$ cat config.mk
export PLATFORM = sky130hd
export DESIGN_NAME = hazard_stall_unit
export DESIGN_NICKNAME = d
export VERILOG_FILES = /design/src/rtl/hazard_stall_unit.sv
export SDC_FILE = /design/constraint.sdc
export NUM_CORES = 1
export LEC_CHECK = 0
export ABC_CLOCK_PERIOD_IN_PS = 4400
export BUFFER_PORTS_ARGS = -buffer_cell sky130_fd_sc_hd__buf_2
export CORE_AREA = 2 2 65 67
export DETAILED_ROUTE_END_ITERATION = 6
export DIE_AREA = 0 0 67 69
export PLACE_DENSITY = 0.86
export SYNTH_ARGS = -nofsm -noshare
export SYNTH_HDL_FRONTEND = slang
export SYNTH_SLANG_ARGS = --single-unit
$ cat constraint.sdc
create_clock -name Clk -period 4.4 [get_ports Clk]
set_input_delay 0.22 -clock Clk [delete_from_list [all_inputs] [get_ports Clk]]
set_output_delay 0.22 -clock Clk [all_outputs]
set_load 0.02 [all_outputs]
$ cat src/rtl/hazard_stall_unit.sv
// rtl/hazard_stall_unit.sv - ID-stage hazard detector, stall/flush controller and event counters
module hazard_stall_unit #(
  parameter int CNT_WIDTH = 16
) (
  input  logic                 Clk,
  input  logic                 Reset,
  input  logic [4:0]           IDrs,
  input  logic [4:0]           IDrt,
  input  logic                 IDUsesRt,
  input  logic                 IDIsBranch,
  input  logic                 BranchTaken,
  input  logic                 IDIsJump,
  input  logic                 EXMemRead,
  input  logic                 EXRegWrite,
  input  logic [4:0]           EXrd,
  input  logic                 MemMemRead,
  input  logic [4:0]           Memrd,
  input  logic                 MemBusy,
  output logic                 PCWrite,
  output logic                 IFIDWrite,
  output logic                 IFIDFlush,
  output logic                 IDEXBubble,
  output logic                 PipeEn,
  output logic [CNT_WIDTH-1:0] StallCount,
  output logic [CNT_WIDTH-1:0] FlushCount
);

  // HOLD2 owes a second bubble to a branch whose operand is a load still in EX
  typedef enum logic {RUN, HOLD2} state_t;

  state_t state, state_n;

  logic ex_match, mem_match;
  logic lu, ba, ble, blm;
  logic hazard, redirect;

  // Source-operand matches against EX and MEM destinations; $0 is never a dependency
  always_comb begin
    ex_match  = (EXrd != 5'd0) &&
                ((EXrd == IDrs) || (IDUsesRt && (EXrd == IDrt)));
    mem_match = (Memrd != 5'd0) &&
                ((Memrd == IDrs) || (IDUsesRt && (Memrd == IDrt)));
    lu        = EXMemRead & ex_match;
    ba        = IDIsBranch & EXRegWrite & ~EXMemRead & ex_match;
    ble       = IDIsBranch & EXMemRead & ex_match;
    blm       = IDIsBranch & MemMemRead & mem_match;
    hazard    = lu | ba | ble | blm;
    redirect  = (IDIsBranch & BranchTaken) | IDIsJump;
  end

  // Control outputs and next state; Reset, then MemBusy, then stall, then flush
  always_comb begin
    PCWrite    = 1'b1;
    IFIDWrite  = 1'b1;
    IFIDFlush  = 1'b0;
    IDEXBubble = 1'b0;
    PipeEn     = 1'b1;
    state_n    = state;
    if (Reset) begin
      state_n = RUN;
    end else if (MemBusy) begin
      PCWrite   = 1'b0;
      IFIDWrite = 1'b0;
      PipeEn    = 1'b0;
    end else if (state == HOLD2) begin
      PCWrite    = 1'b0;
      IFIDWrite  = 1'b0;
      IDEXBubble = 1'b1;
      state_n    = RUN;
    end else if (hazard) begin
      // The branch outcome is untrusted while operands are pending, so no flush here
      PCWrite    = 1'b0;
      IFIDWrite  = 1'b0;
      IDEXBubble = 1'b1;
      state_n    = ble ? HOLD2 : RUN;
    end else if (redirect) begin
      IFIDFlush = 1'b1;
    end
  end

  // State register; a busy memory freezes it through state_n
  always_ff @(posedge Clk or posedge Reset) begin
    if (Reset) begin
      state <= RUN;
    end else begin
      state <= state_n;
    end
  end

  // Wrap-around performance counters, frozen while memory is busy
  always_ff @(posedge Clk or posedge Reset) begin
    if (Reset) begin
      StallCount <= '0;
      FlushCount <= '0;
    end else if (!MemBusy) begin
      if (IDEXBubble) StallCount <= StallCount + CNT_WIDTH'(1);
      if (IFIDFlush)  FlushCount <= FlushCount + CNT_WIDTH'(1);
    end
  end

endmodule

* After elaboration in Yosys (flattened, before gate mapping)
Cells that the tools add are included.
** Cells by class
- $add $sub $neg :: 2
- Equal/unequal tests :: 5
- Muxes and demuxes :: 20
- Bitwise logic cells :: 15
- Reduce and logical (&&, ||, !) cells :: 10
** Operators with widths (count)
- adder 16 x 1 -> 16 bit (second input constant) :: 2
- == test 5 bit :: 4
- 2-to-1 mux 1 bit :: 20
- nonzero test 5 bit :: 2
- bitwise AND 1 bit :: 9
- logical AND 1 bit :: 4
- OR 1 bit :: 4
- AND reduction 2 bit :: 2
- logical OR 1 bit :: 2
- != test 2 bit (second input constant) :: 1
- inverter 1 bit :: 2
** Storage, ports and cells
- Bits in registers :: 33
- Input bits :: 30
- Word-level logic and storage cells :: 55

* Logic depth before layout (Yosys ltp)
- Word-level depth :: 13
- Gate-level depth with buffers :: 8
- Mapped depth without buffers :: 7

* Worst setup path after synthesis
Ideal clock, no wire load.
- Kind :: input -> output
- Start point :: input port EXrd[1]
- End point :: output port PCWrite
- Data arrival time :: 1.940 ns
- Data required time :: 4.180 ns
- Path slack :: 2.240 ns
- Stages on the path :: 5
- Buffers on the path :: 1
- Path through :: or4_4 -> o211ai_4 -> nand2_1 -> o21ai_0 -> buf_4
** On the way
- Longest elaborated chain between the ends :: 12
- Elaborated cells on any way between the ends :: 16
** Ends and longest elaborated chain
- start, declared :: RTL line 15 : input logic [4:0] EXrd,
- == test 5 bit :: RTL line 40 : ((EXrd == IDrs) || (IDUsesRt && (EXrd == IDrt)));
- logical AND 1 bit :: RTL line 40
- logical OR 1 bit :: RTL line 40
- logical AND 1 bit * :: RTL line 39 : ex_match = (EXrd != 5'd0) &&
- bitwise AND 1 bit (on tied branches) :: RTL line 43, 44
- OR 1 bit :: RTL line 47 : hazard = lu | ba | ble | blm;
- OR 1 bit * (2 in series) :: RTL line 47
- 2-to-1 mux 1 bit * (4 in series)
- end, declared :: RTL line 19 : output logic PCWrite,
Mark *: on every way between the ends. The rest lies on a longest branch, timed or not.

* Final worst setup path
- Start point :: input port Reset
- End point :: register FlushCount[13]
** On the way
- Longest elaborated chain between the ends :: 2
** Ends and longest elaborated chain
- start, declared :: RTL line 6 : input logic Reset,
- 2-to-1 mux 1 bit :: RTL line 59 : if (Reset) begin
- AND reduction 2 bit (no source line)
- end signal, assigned :: RTL line 97 : if (IFIDFlush) FlushCount <= FlushCount + CNT_WIDTH'(1);
- end, declared :: RTL line 25 : output logic [CNT_WIDTH-1:0] FlushCount
No other way between the ends.
A chain may end at the register's enable or synchronous reset.

==> summary.txt <==
================================================================================
Net switching component of the power                                    0.276 mW
Clock Tree Root                                                         clkbuf_8
Area Overhead vs Synth                                                     24.9%
Top layer in use                                                            met4
Global-route wire length before repair                                   7.16 mm
Simple-gate share of the synthesized area                                  21.6%
Global placement routability congestion                                    0.950
Total track usage                                                          20.0%
Category of the worst setup path capture point                         flip-flop
Wire length per cell                                                     14.3 µm
Max-cap violations                                                             0
Clock insertion delay at the later pin of the skew report                 290 ps
Proportion of synthesized chip area in sequential cells                    43.5%
Share of the synthesized netlist area taken by xor and xnor gates          23.1%
Data required time at the worst endpoint                                 4610 ps
Maximum level of the CTS H-tree                                                2
TritonCTS Buffers                                                              5
TritonCTS sink count                                                          33
Final antenna-violating net count                                              0
Warning count from the yosys run                                               0
Worst min-delay path startpoint                                          MemBusy
Fraction of layout instances using a drive strength above 1                37.0%
Number of gates resized after CTS                                              0
Number of vias per cell                                                     5.39
Effective utilization at floorplan                                         48.5%
Die Area                                                             0.00462 mm²
Worst min path class                                                      in2reg
Synthesized-area fraction occupied by ao, oa, aoi and oai cells            6.66%
Syn Inst Count                                                               172
Number of fill cells in the layout                                           342
Worst setup path startpoint                                                Reset
Setup repair after global routing missed its margin                        false
Minimum clock period after layout                                        2140 ps
Max-slew headroom at the worst pin                                         67.8%
Combinational group share of total power                                   25.0%
Final hold viol count                                                          0
Switching part of the total power                                          32.9%
Total number of vias                                                        1578
Avg Cell Area, Syn                                                      11.0 µm²
Total number of placement rows                                                23
Finish-stage setup viols                                                       0
Multi-input gate area in the final layout                            0.00102 mm²
Final Skew                                                               3.44 ps
Initial antenna violation count                                                0
Core Region                                                          0.00391 mm²
Count of TritonRoute iterations in the first routing pass                      4
Final-report max-slew violation count                                          0
Ant. Diodes                                                                    0
Distinct cells, synth                                                         35
Met2 layer wire length in the routed design                              2.01 mm
Die Height                                                                 69 µm
Dominant combinational cell family by area after synthesis          XOR/XNOR gates
Max Buffers Root-to-Sink                                                       2
Post-CTS Setup Inserts                                                         0
Worst Max-Slew Pin Slew                                                   482 ps
Syn Nets                                                                     204
Storage element area                                                     826 µm²
Power per cell area                                                   353 mW/mm²
Drt first-iter violations                                                    110
Worst-path fanout max                                                          6
Final critical-path share of the clock period                              48.7%
Largest net degree at the start of global routing                             34
DRC Markers                                                                    0
Clock share of power                                                       30.2%
Detailed placer's ending HPWL                                            3.17 mm
Met1 routed wirelength after detailed routing                            1.81 mm
Internal Power                                                          0.561 mW
Peak supply drop                                                      0.000247 V
TritonCTS clock tree                                                       built
Width of the chip                                                          67 µm
Buffers added on ports                                                        66
Adder-cell share of the synthesized area                                   1.32%
Post-Syn Area                                                        0.00190 mm²
Clock slew at reported path FFs                                            70 ps
Leakage dissipation                                                      1.20 nW
Number of synthesized flops with an enable pin                                 0
Startpoint of the worst-slack reg-to-reg timing path                StallCount[2]
Worst setup SP type                                                   input port
Worst setup path class                                                    in2reg
Most common flop cell mapped by yosys                                    dfrtp_1
Number of nets at the end of the flow                                        274
Routed WL                                                                4.19 mm
Setup TNS                                                                   0 ps
Tot Pwr                                                                 0.837 mW
Achievable Freq                                                        0.467 GHz
Proportion of synthesized area in mux cells                                1.39%
Post-synthesis async set-or-reset flop share                                100%
Signal arrival time at the worst endpoint                                2350 ps
Outcome                                                             finished, final reports clean
Number of synthesized register bits                                           33
Detailed-routed wire length on met3                                       305 µm
GR Overflow Total                                                              0
Via count of the first global-routing pass                                  1595
Sequential cell fraction of total power                                    44.8%
Ports placed on the boundary                                                  67
================================================================================
[power by group through the flow]
| stage | registers, mW | logic (mW) | clock network [mW] |
|---|---|---|---|
| floorplan | 0.410 | 0.0990 | 0 |
| global placement | 0.377 | 0.203 | 0 |
| detailed placement | 0.379 | 0.209 | 0 |
| CTS | 0.374 | 0.211 | 0.255 |
| global route | 0.380 | 0.227 | 0.276 |
| finish | 0.375 | 0.210 | 0.253 |
[cells in the final DEF, fill, tap and decap left out, types with 2 or more instances in the layout]
cell,netlist,final
nor2_1,4,4
nand3_1,7,7
and3_1,10,10
a21oi_1,2,2
o21ai_0,2,2
dfrtp_1,33,33
nand4_1,18,18
clkbuf_8,0,7
buf_2,1,66
xnor2_1,40,40
nand4_2,2,2
nand2_1,13,13
nor3_1,4,4
and2_1,2,2
inv_1,2,2
ha_1,2,2
xor2_1,10,10
[cells in the mapped netlist (4+ instances only)]
cell type  instances  area [µm²]
nand2_1           13        48.8
xnor2_1           40         350
nor3_1             4        20.0
nand3_1            7        35.0
xor2_1            10        87.6
nand4_1           18         113
nor2_1             4        15.0
and3_1            10        62.6
dfrtp_1           33         826
[sequential cells by signal, indices dropped and copies added, names as in the netlist]
| name | flops |
|---|---|
| state | 1 |
| StallCount | 16 |
| FlushCount | 16 |
[path summary, 6_finish.rpt]
check,endpoint,slack (ps),cells after the start
max,FlushCount[13],2260,9
min,state,220,3
max reg2reg,StallCount[12],2630,6
min reg2reg,StallCount[15],470,1
max in group asynchronous,FlushCount[11],3450,4
min in group asynchronous,state,360,3
[logic make-up after synthesis]
logic type      Yosys count
simple gates             68
flops                    33
mux                       2
fa+ha+maj                 2
compound gates           10
buf+inv                   7
xor+xnor                 50
[per-stage QoR]
stage	hold WS [ps]	setup WS [ps]	instance area (µm²)	utilization (%)	instances
final	222	2260	2370	60.5	293
after floorplan	283	2240	1900	-	172
after global routing	241	2170	2370	60.5	293
after CTS	215	2260	2370	60.5	293
after detailed placement	97.3	2310	2260	57.7	284
after global placement	92.0	2370	2260	57.7	284
[layer usage]
metal  GRT usage (%)  vias to the layer above
met2            30.0                       61
li1                -                      743
met3            6.04                       12
met4            7.94                        0
met1            26.7                      762
met5               0                        -
[timing repair]
action,CTS,global route
hold buffers,1,0
hold endpoints to repair,1,0
endpoints found under the setup margin,0,0
[area by class of cell]
cell class                 count  share of cell area [%]
inverter                       2                   0.317
clock buffer                   7                    4.07
timing repair buffer          68                    14.7
clock inverter                 1                   0.211
multi-input combinational    132                    43.2
sequential                    33                    34.8
tap                           50                    2.64
[critical path, cell delays in order]
cell           delay [ps]
dlygate4sd3_1         540
buf_2                 130
or2_4                 270
nor2_4                160
and3_1                210
and3_1                290
nand3_2               140
nor3_2                210
xor2_1                170
Power figures use the tool's default switching activity.
